==> src/rtl/pipeline_pkg.sv <==
// Shared types for the 5-stage RV32 pipeline hazard/flush scheduler.
// Holds the FSM state encoding, forward-select codes, the scoreboard entry
// layout and the small compare/priority helpers. Forwarding is controlled by
// the HAZARD_FWD_EN macro.
package pipeline_pkg;

  localparam int REG_W = 5;

  typedef enum logic [1:0] {
    ST_RUN   = 2'd0,
    ST_STALL = 2'd1,
    ST_FLUSH = 2'd2
  } hz_state_e;

  localparam logic [1:0] FWD_RF   = 2'b00;
  localparam logic [1:0] FWD_EXEC = 2'b01;
  localparam logic [1:0] FWD_MEM  = 2'b10;
  localparam logic [1:0] FWD_WB   = 2'b11;

  // One in-flight writer as seen by the scheduler.
  typedef struct packed {
    logic             valid;
    logic [REG_W-1:0] rd;
    logic             wen;
    logic             is_load;
  } sb_entry_t;

  // True when entry e produces the register that source src actually reads.
  // x0 is never a producer.
  function automatic logic sb_match(sb_entry_t e, logic [REG_W-1:0] src, logic used);
    return e.valid && e.wen && (e.rd != '0) && (e.rd == src) && used;
  endfunction

  // Youngest producer wins; a load still in Exec has no result to bypass,
  // so it falls through to older producers (the load-use stall covers it).
  function automatic logic [1:0] fwd_pick(logic hit_exec, logic load_hit,
                                          logic hit_mem, logic hit_wb);
    if (hit_exec && !load_hit) return FWD_EXEC;
    if (hit_mem)               return FWD_MEM;
    if (hit_wb)                return FWD_WB;
    return FWD_RF;
  endfunction

endpackage

==> src/rtl/pipeline_hazard_ctrl_if.sv <==
// Decode-side bundle between the pipeline datapath (master) and the hazard
// scheduler (slave). Forward selects exist only with HAZARD_FWD_EN.
//
// Timing contract: the dec_* fields and redirect describe the current cycle;
// every control returned (stall, bubble, flush, forward select) is
// combinational from them and acts at the next rising clk edge. There is no
// ready/valid back-pressure beyond stall_if/stall_dec.
interface pipeline_hazard_ctrl_if;
  import pipeline_pkg::*;

  logic             dec_valid;
  logic [REG_W-1:0] dec_rs1;
  logic [REG_W-1:0] dec_rs2;
  logic             dec_rs1_used;
  logic             dec_rs2_used;
  logic [REG_W-1:0] dec_rd;
  logic             dec_wen;
  logic             dec_is_load;
  logic             redirect;

  logic             stall_if;
  logic             stall_dec;
  logic             bubble_exec;
  logic             flush_dec;
  logic             flush_exec;
`ifdef HAZARD_FWD_EN
  logic [1:0]       fwd_a_sel;
  logic [1:0]       fwd_b_sel;
`endif

  modport master (
    output dec_valid, dec_rs1, dec_rs2, dec_rs1_used, dec_rs2_used,
           dec_rd, dec_wen, dec_is_load, redirect,
    input  stall_if, stall_dec, bubble_exec, flush_dec, flush_exec
`ifdef HAZARD_FWD_EN
    , fwd_a_sel, fwd_b_sel
`endif
  );

  modport slave (
    input  dec_valid, dec_rs1, dec_rs2, dec_rs1_used, dec_rs2_used,
           dec_rd, dec_wen, dec_is_load, redirect,
    output stall_if, stall_dec, bubble_exec, flush_dec, flush_exec
`ifdef HAZARD_FWD_EN
    , fwd_a_sel, fwd_b_sel
`endif
  );

endinterface

==> src/rtl/pipeline_hazard_ctrl_hazard_match.sv <==
// Compares one decode source register against the Exec/Mem/WB scoreboard
// entries. Reports a hit per stage plus whether the Exec hit is a load.
module hazard_match
  import pipeline_pkg::*;
(
  input  logic [REG_W-1:0] src,
  input  logic             used,
  input  sb_entry_t        sb_exec,
  input  sb_entry_t        sb_mem,
  input  sb_entry_t        sb_wb,
  output logic             hit_exec,
  output logic             hit_mem,
  output logic             hit_wb,
  output logic             load_hit
);

  // Only the Exec stage's load flag matters: older loads have their data.
  logic unused_is_load;

  assign hit_exec       = sb_match(sb_exec, src, used);
  assign hit_mem        = sb_match(sb_mem, src, used);
  assign hit_wb         = sb_match(sb_wb, src, used);
  assign load_hit       = hit_exec && sb_exec.is_load;
  assign unused_is_load = sb_mem.is_load ^ sb_wb.is_load;

endmodule

==> src/rtl/pipeline_hazard_ctrl.sv <==
// Hazard and flush scheduler for the IF/Dec/Exec/Mem/WB pipeline.
// Tracks in-flight writers, stalls Dec on RAW hazards, squashes wrong-path
// slots on redirect. Build option HAZARD_FWD_EN: stall only on load-use and
// drive operand bypass selects.
module pipeline_hazard_ctrl
  import pipeline_pkg::*;
(
  input  logic                   clk,
  input  logic                   rstn,
  pipeline_hazard_ctrl_if.slave  bus,
  output logic [1:0]             state
);

  hz_state_e state_q, state_d;
  sb_entry_t sb_exec, sb_mem, sb_wb;

  logic a_exec, a_mem, a_wb, a_load;
  logic b_exec, b_mem, b_wb, b_load;
  logic hit_raw;
  logic hazard;
  logic stall_eff;

  hazard_match u_match_a (
    .src      (bus.dec_rs1),
    .used     (bus.dec_rs1_used),
    .sb_exec  (sb_exec),
    .sb_mem   (sb_mem),
    .sb_wb    (sb_wb),
    .hit_exec (a_exec),
    .hit_mem  (a_mem),
    .hit_wb   (a_wb),
    .load_hit (a_load)
  );

  hazard_match u_match_b (
    .src      (bus.dec_rs2),
    .used     (bus.dec_rs2_used),
    .sb_exec  (sb_exec),
    .sb_mem   (sb_mem),
    .sb_wb    (sb_wb),
    .hit_exec (b_exec),
    .hit_mem  (b_mem),
    .hit_wb   (b_wb),
    .load_hit (b_load)
  );

`ifdef HAZARD_FWD_EN
  // Bypassing covers everything except a load whose data is not back yet.
  assign hit_raw = a_load | b_load;
`else
  // Register file writes at the end of WB, so any in-flight writer is stale.
  logic unused_load;
  assign unused_load = a_load ^ b_load;
  assign hit_raw = a_exec | a_mem | a_wb | b_exec | b_mem | b_wb;
`endif

  // Dec holds a squashed slot in FLUSH, so its sources mean nothing there.
  assign hazard    = hit_raw && bus.dec_valid && (state_q != ST_FLUSH);
  assign stall_eff = hazard && !bus.redirect;
  assign state     = state_q;

  // Scoreboard shift: WB<-Mem<-Exec<-Dec, Exec empty on bubble or flush.
  always_ff @(posedge clk or negedge rstn) begin
    if (!rstn) begin
      sb_exec <= '0;
      sb_mem  <= '0;
      sb_wb   <= '0;
    end else begin
      sb_wb  <= sb_mem;
      sb_mem <= sb_exec;
      if (bus.dec_valid && !stall_eff && !bus.redirect) begin
        sb_exec.valid   <= 1'b1;
        sb_exec.rd      <= bus.dec_rd;
        sb_exec.wen     <= bus.dec_wen;
        sb_exec.is_load <= bus.dec_is_load;
      end else begin
        sb_exec <= '0;
      end
    end
  end

  // FSM state register.
  always_ff @(posedge clk or negedge rstn) begin
    if (!rstn) state_q <= ST_RUN;
    else       state_q <= state_d;
  end

  // Next state and pipeline controls; everything is held at 0 in reset.
  always_comb begin
    state_d         = state_q;
    bus.stall_if    = 1'b0;
    bus.stall_dec   = 1'b0;
    bus.bubble_exec = 1'b0;
    bus.flush_dec   = 1'b0;
    bus.flush_exec  = 1'b0;
`ifdef HAZARD_FWD_EN
    bus.fwd_a_sel   = FWD_RF;
    bus.fwd_b_sel   = FWD_RF;
`endif
    if (bus.redirect) begin
      state_d = ST_FLUSH;
    end else begin
      case (state_q)
        ST_RUN:   if (hazard) state_d = ST_STALL;
        ST_STALL: if (!hazard) state_d = ST_RUN;
        ST_FLUSH: state_d = ST_RUN;
        default:  state_d = ST_RUN;
      endcase
    end
    if (rstn) begin
      bus.stall_if    = stall_eff;
      bus.stall_dec   = stall_eff;
      bus.bubble_exec = stall_eff;
      bus.flush_dec   = bus.redirect;
      bus.flush_exec  = bus.redirect;
`ifdef HAZARD_FWD_EN
      bus.fwd_a_sel   = fwd_pick(a_exec, a_load, a_mem, a_wb);
      bus.fwd_b_sel   = fwd_pick(b_exec, b_load, b_mem, b_wb);
`endif
    end
  end

endmodule
==> src/flat_wrapper.sv <==
// flat-port wrapper written by rule: the top's interface ports become plain ports
module pipeline_hazard_ctrl_flat import pipeline_pkg::*;
  (clk, rstn, state, bus_dec_valid, bus_dec_rs1, bus_dec_rs2, bus_dec_rs1_used, bus_dec_rs2_used, bus_dec_rd, bus_dec_wen, bus_dec_is_load, bus_redirect, bus_stall_if, bus_stall_dec, bus_bubble_exec, bus_flush_dec, bus_flush_exec);
  pipeline_hazard_ctrl_if bus_i ();
  input  logic clk;
  input  logic rstn;
  output logic [1:0] state;
  input wire logic [$bits(bus_i.dec_valid)-1:0] bus_dec_valid;
  input wire logic [$bits(bus_i.dec_rs1)-1:0] bus_dec_rs1;
  input wire logic [$bits(bus_i.dec_rs2)-1:0] bus_dec_rs2;
  input wire logic [$bits(bus_i.dec_rs1_used)-1:0] bus_dec_rs1_used;
  input wire logic [$bits(bus_i.dec_rs2_used)-1:0] bus_dec_rs2_used;
  input wire logic [$bits(bus_i.dec_rd)-1:0] bus_dec_rd;
  input wire logic [$bits(bus_i.dec_wen)-1:0] bus_dec_wen;
  input wire logic [$bits(bus_i.dec_is_load)-1:0] bus_dec_is_load;
  input wire logic [$bits(bus_i.redirect)-1:0] bus_redirect;
  output wire logic [$bits(bus_i.stall_if)-1:0] bus_stall_if;
  output wire logic [$bits(bus_i.stall_dec)-1:0] bus_stall_dec;
  output wire logic [$bits(bus_i.bubble_exec)-1:0] bus_bubble_exec;
  output wire logic [$bits(bus_i.flush_dec)-1:0] bus_flush_dec;
  output wire logic [$bits(bus_i.flush_exec)-1:0] bus_flush_exec;
  assign bus_i.dec_valid = bus_dec_valid;
  assign bus_i.dec_rs1 = bus_dec_rs1;
  assign bus_i.dec_rs2 = bus_dec_rs2;
  assign bus_i.dec_rs1_used = bus_dec_rs1_used;
  assign bus_i.dec_rs2_used = bus_dec_rs2_used;
  assign bus_i.dec_rd = bus_dec_rd;
  assign bus_i.dec_wen = bus_dec_wen;
  assign bus_i.dec_is_load = bus_dec_is_load;
  assign bus_i.redirect = bus_redirect;
  assign bus_stall_if = bus_i.stall_if;
  assign bus_stall_dec = bus_i.stall_dec;
  assign bus_bubble_exec = bus_i.bubble_exec;
  assign bus_flush_dec = bus_i.flush_dec;
  assign bus_flush_exec = bus_i.flush_exec;
  pipeline_hazard_ctrl u_core (.clk(clk), .rstn(rstn), .bus(bus_i), .state(state));
endmodule
==> config.mk <==
export PLATFORM = sky130hd
export DESIGN_NAME = pipeline_hazard_ctrl_flat
export DESIGN_NICKNAME = d
export VERILOG_FILES = /design/src/rtl/pipeline_pkg.sv /design/src/rtl/pipeline_hazard_ctrl_if.sv /design/src/rtl/pipeline_hazard_ctrl_hazard_match.sv /design/src/rtl/pipeline_hazard_ctrl.sv /design/src/flat_wrapper.sv
export SDC_FILE = /design/constraint.sdc
export NUM_CORES = 1
export LEC_CHECK = 0
export ABC_AREA = 1
export CORE_UTILIZATION = 49
export DETAILED_ROUTE_END_ITERATION = 10
export GPL_TIMING_DRIVEN = 1
export PLACE_DENSITY_LB_ADDON = 0.08
export SETUP_SLACK_MARGIN = 0.3
export SYNTH_ARGS = -nofsm -noshare
export SYNTH_HDL_FRONTEND = slang
export SYNTH_SLANG_ARGS = --single-unit
==> constraint.sdc <==
create_clock -name clk -period 2.19 [get_ports clk]
set_input_delay 0.657 -clock clk [delete_from_list [all_inputs] [get_ports clk]]
set_output_delay 0.657 -clock clk [all_outputs]
set_load 0.05 [all_outputs]
==> results.yml <==
run_status:
  status: "finished with violations"
  violations: "setup timing"
setup_path:
  rr_startpoint: "u_core.sb_exec[2]"
  critical_path_class: "primary input to primary output"
  crit_chain: "clkdlybuf4s50_1 > inv_1 > nor2_1 > o21a_1 > nand2_2 > nor2_4 > buf_12"
  arrival_ns: 1.87
  cp.required_ns: 1.53
  r2r_setup_slack_ns: 0.51
  r2r-end: "u_core.sb_exec[4]"
  cpMaxStageDelayCell: "clkdlybuf4s50_1"
  start_kind: "primary input"
  end_kind: "primary output"
  r2r_cells: 12
  worstPathMaxFanout: 3
  max_stage_delay_ns: 0.45
finish:
  diodes: 0
  drive_above_1_share_pct: 36.9
  filler_cell_count: 189
  fin_nets: 211
  area_growth_pct: 38.4
  fin_cells: 217
synth:
  ys.flop_type: "dfrtp_1"
  synth_top_area_share_pct: 45.4
  yosys_warnings: 0
  synth-seq-cells: 23
  syn_nets: 174
  synth-async-reset-ratio_pct: 100
  yosysUniqueCellTypes: 17
  synth_common_cells: "34 x nand2_1, 23 x dfrtp_1, 23 x inv_1"
  yosysSeqAreaShare_pct: 45.4
  synth_top_cell_by_area: "dfrtp_1"
  netlist_instances: 151
  synth_edf_count: 0
  yosysMostFrequentCell: "nand2_1"
  synth.avg_cell_area_um2: 8.39
  ys_top_cells_by_area: "dfrtp_1 45%, xor2_1 11%, nand2_1 10%"
  syn_area_um2: 1270
cts:
  tritoncts: "yes"
  cts.path.max_buffers: 2
  htreeDepth: 1
  cts_buffers: 3
  cts.sinks: 23
  clock_latency_ns: 0.32
  path_clk_slew_ns: 0.14
  clockRootBuffer: "clkbuf_4"
global_routing:
  grt_usage_pct: 21.9
  grt_pass1_vias: 962
  grt_overflow: 0
  grt_max_degree: 22
  antenna_found_initial: 0
  grt_pass1_wl_um: 4250
floorplan:
  die_area_um2: 2790
  fp.dieH_um: 52.9
  fp.dieW_um: 52.9
  ios: 30
  rows: 18
  core-area_um2: 2450
  floorplan.initialDensity_pct: 51.6
route:
  dr_total_vias: 995
  viasPerCell: 4.59
  drt_iter0_markers: 17
  drc: 0
  wl_um: 2530
  avgRoutedWirePerCell_um: 11.7
  ant_nets: 0
  firstDrtPassIters: 4
sta:
  hold_viol_final: 0
  tns_ns: -1.02
  rsz0062_at_grt: "yes"
  fin_skew_ns: 0.0151
  drv_slew: 0
  setup_viol: 3
  period_minus_slack_ns: 2.53
  relSlewSlack_pct: 66.6
  tightestPinTransition_ns: 0.504
  setup_slack_ns: -0.340
  hold_slack_ns: 0.278
  fmax_ghz: 0.395
  post-route-period-util_pct: 116
place:
  dp_slack_ns: -0.852
  hpwl_um: 2000
  dp.cells: 211
  gp_congestion: 0.891
  port_buffers: 28
flow_run:
  cap_violations: 0
power:
  power_leakage_nw: 0.932
  p_total_mw: 0.837
  vdd_drop_max_v: 0.000514
  powerDensity_nw_per_um2: 477
worst_hold_path:
  min_path_type: "primary input to async pin"
## layout make-up
class	instances	area (um2)	area share [%]
Clock buffer	3	22.5	1.28
Clock inverter	1	7.51	0.428
Inverter	26	104	5.92
Multi-Input combinational cell	98	643	36.7
Sequential cell	23	582	33.2
Tap cell	30	37.5	2.14
Timing Repair Buffer	36	358	20.4
## where the power goes
group	total, mW	internal, mW	leakage [nW]	switching (mW)
logic	0.175	0.0864	0.619	0.0884
registers	0.460	0.442	0.299	0.0185
clock network	0.202	0.0697	0.0139	0.132
## flip-flops by register name, indices dropped and copies added, names as in the netlist
name            count
u_core.sb_exec      7
u_core.sb_mem       7
u_core.sb_wb        7
u_core.state        2
## worst max-delay path, delay by kind of cell
kind                   cells  cell delay, ns
buffers and inverters      3            0.65
AND/OR/NAND/NOR            3            0.40
AO/OA/AOI/OAI              1            0.16
## placed cells by master (no fill, tap or decap), types with 2 or more instances in the layout
| master | n |
|---|---|
| dfrtp_2 | 5 |
| nand2_2 | 4 |
| buf_2 | 8 |
| nand2_4 | 2 |
| clkbuf_4 | 3 |
| dfrtp_1 | 18 |
| xnor2_2 | 5 |
| xor2_1 | 16 |
| buf_6 | 3 |
| nor2_2 | 10 |
| nor2_1 | 15 |
| nand3_1 | 2 |
| nand2_1 | 30 |
| clkdlybuf4s50_1 | 9 |
| clkinvlp_4 | 2 |
| buf_12 | 5 |
| buf_4 | 7 |
| inv_1 | 21 |
| xnor2_1 | 4 |
| nand3_2 | 6 |
| inv_2 | 3 |
## how the worst max path moves through the flow
stage	cells after the start	start	slack, ns	endpoint
after floorplan	9	bus_dec_rs1[4]	-0.27	bus_stall_dec
final	7	bus_dec_valid	-0.34	bus_bubble_exec
after CTS	10	u_core.sb_mem[3]	-0.33	bus_bubble_exec
after detailed placement	11	bus_dec_rs2[0]	-0.85	bus_bubble_exec
after global routing	10	u_core.sb_exec[5]	-0.44	bus_stall_if
after global placement	11	bus_dec_rs2[1]	-0.79	bus_bubble_exec
## kinds of logic (layout without fill, tap and decap cells)
family	count (synthesis)	after routing	share of synthesized area, %
simple gates	71	71	26.1
flops	23	23	45.4
buf+inv	30	66	9.77
xor+xnor	25	25	17.3
compound gates	2	2	1.48
## metal layers
| layer | vias up | global-route usage, % | wire length, um |
|---|---|---|---|
| met5 | - | 0 | 0 |
| li1 | 512 | - | - |
| met2 | 17 | 37.3 | 1320 |
| met4 | 0 | 7.89 | 27 |
| met1 | 462 | 28.0 | 1110 |
| met3 | 4 | 3.45 | 78 |
## through the flow
stage / util, % / instance area, um2
floorplan: - / 1310
global placement: 68.7 / 1690
detailed placement: 68.7 / 1690
CTS: 69.6 / 1710
global route: 71.5 / 1750
finish: 71.5 / 1750
## repair_timing
action	CTS	global route
hold endpoints to repair	0	0
pin swaps	12	4
hold buffers	0	0
setup endpoints to repair	15	7
buffers inserted	1	1
gates resized for setup	61	16
Power figures use the tool's default switching activity.
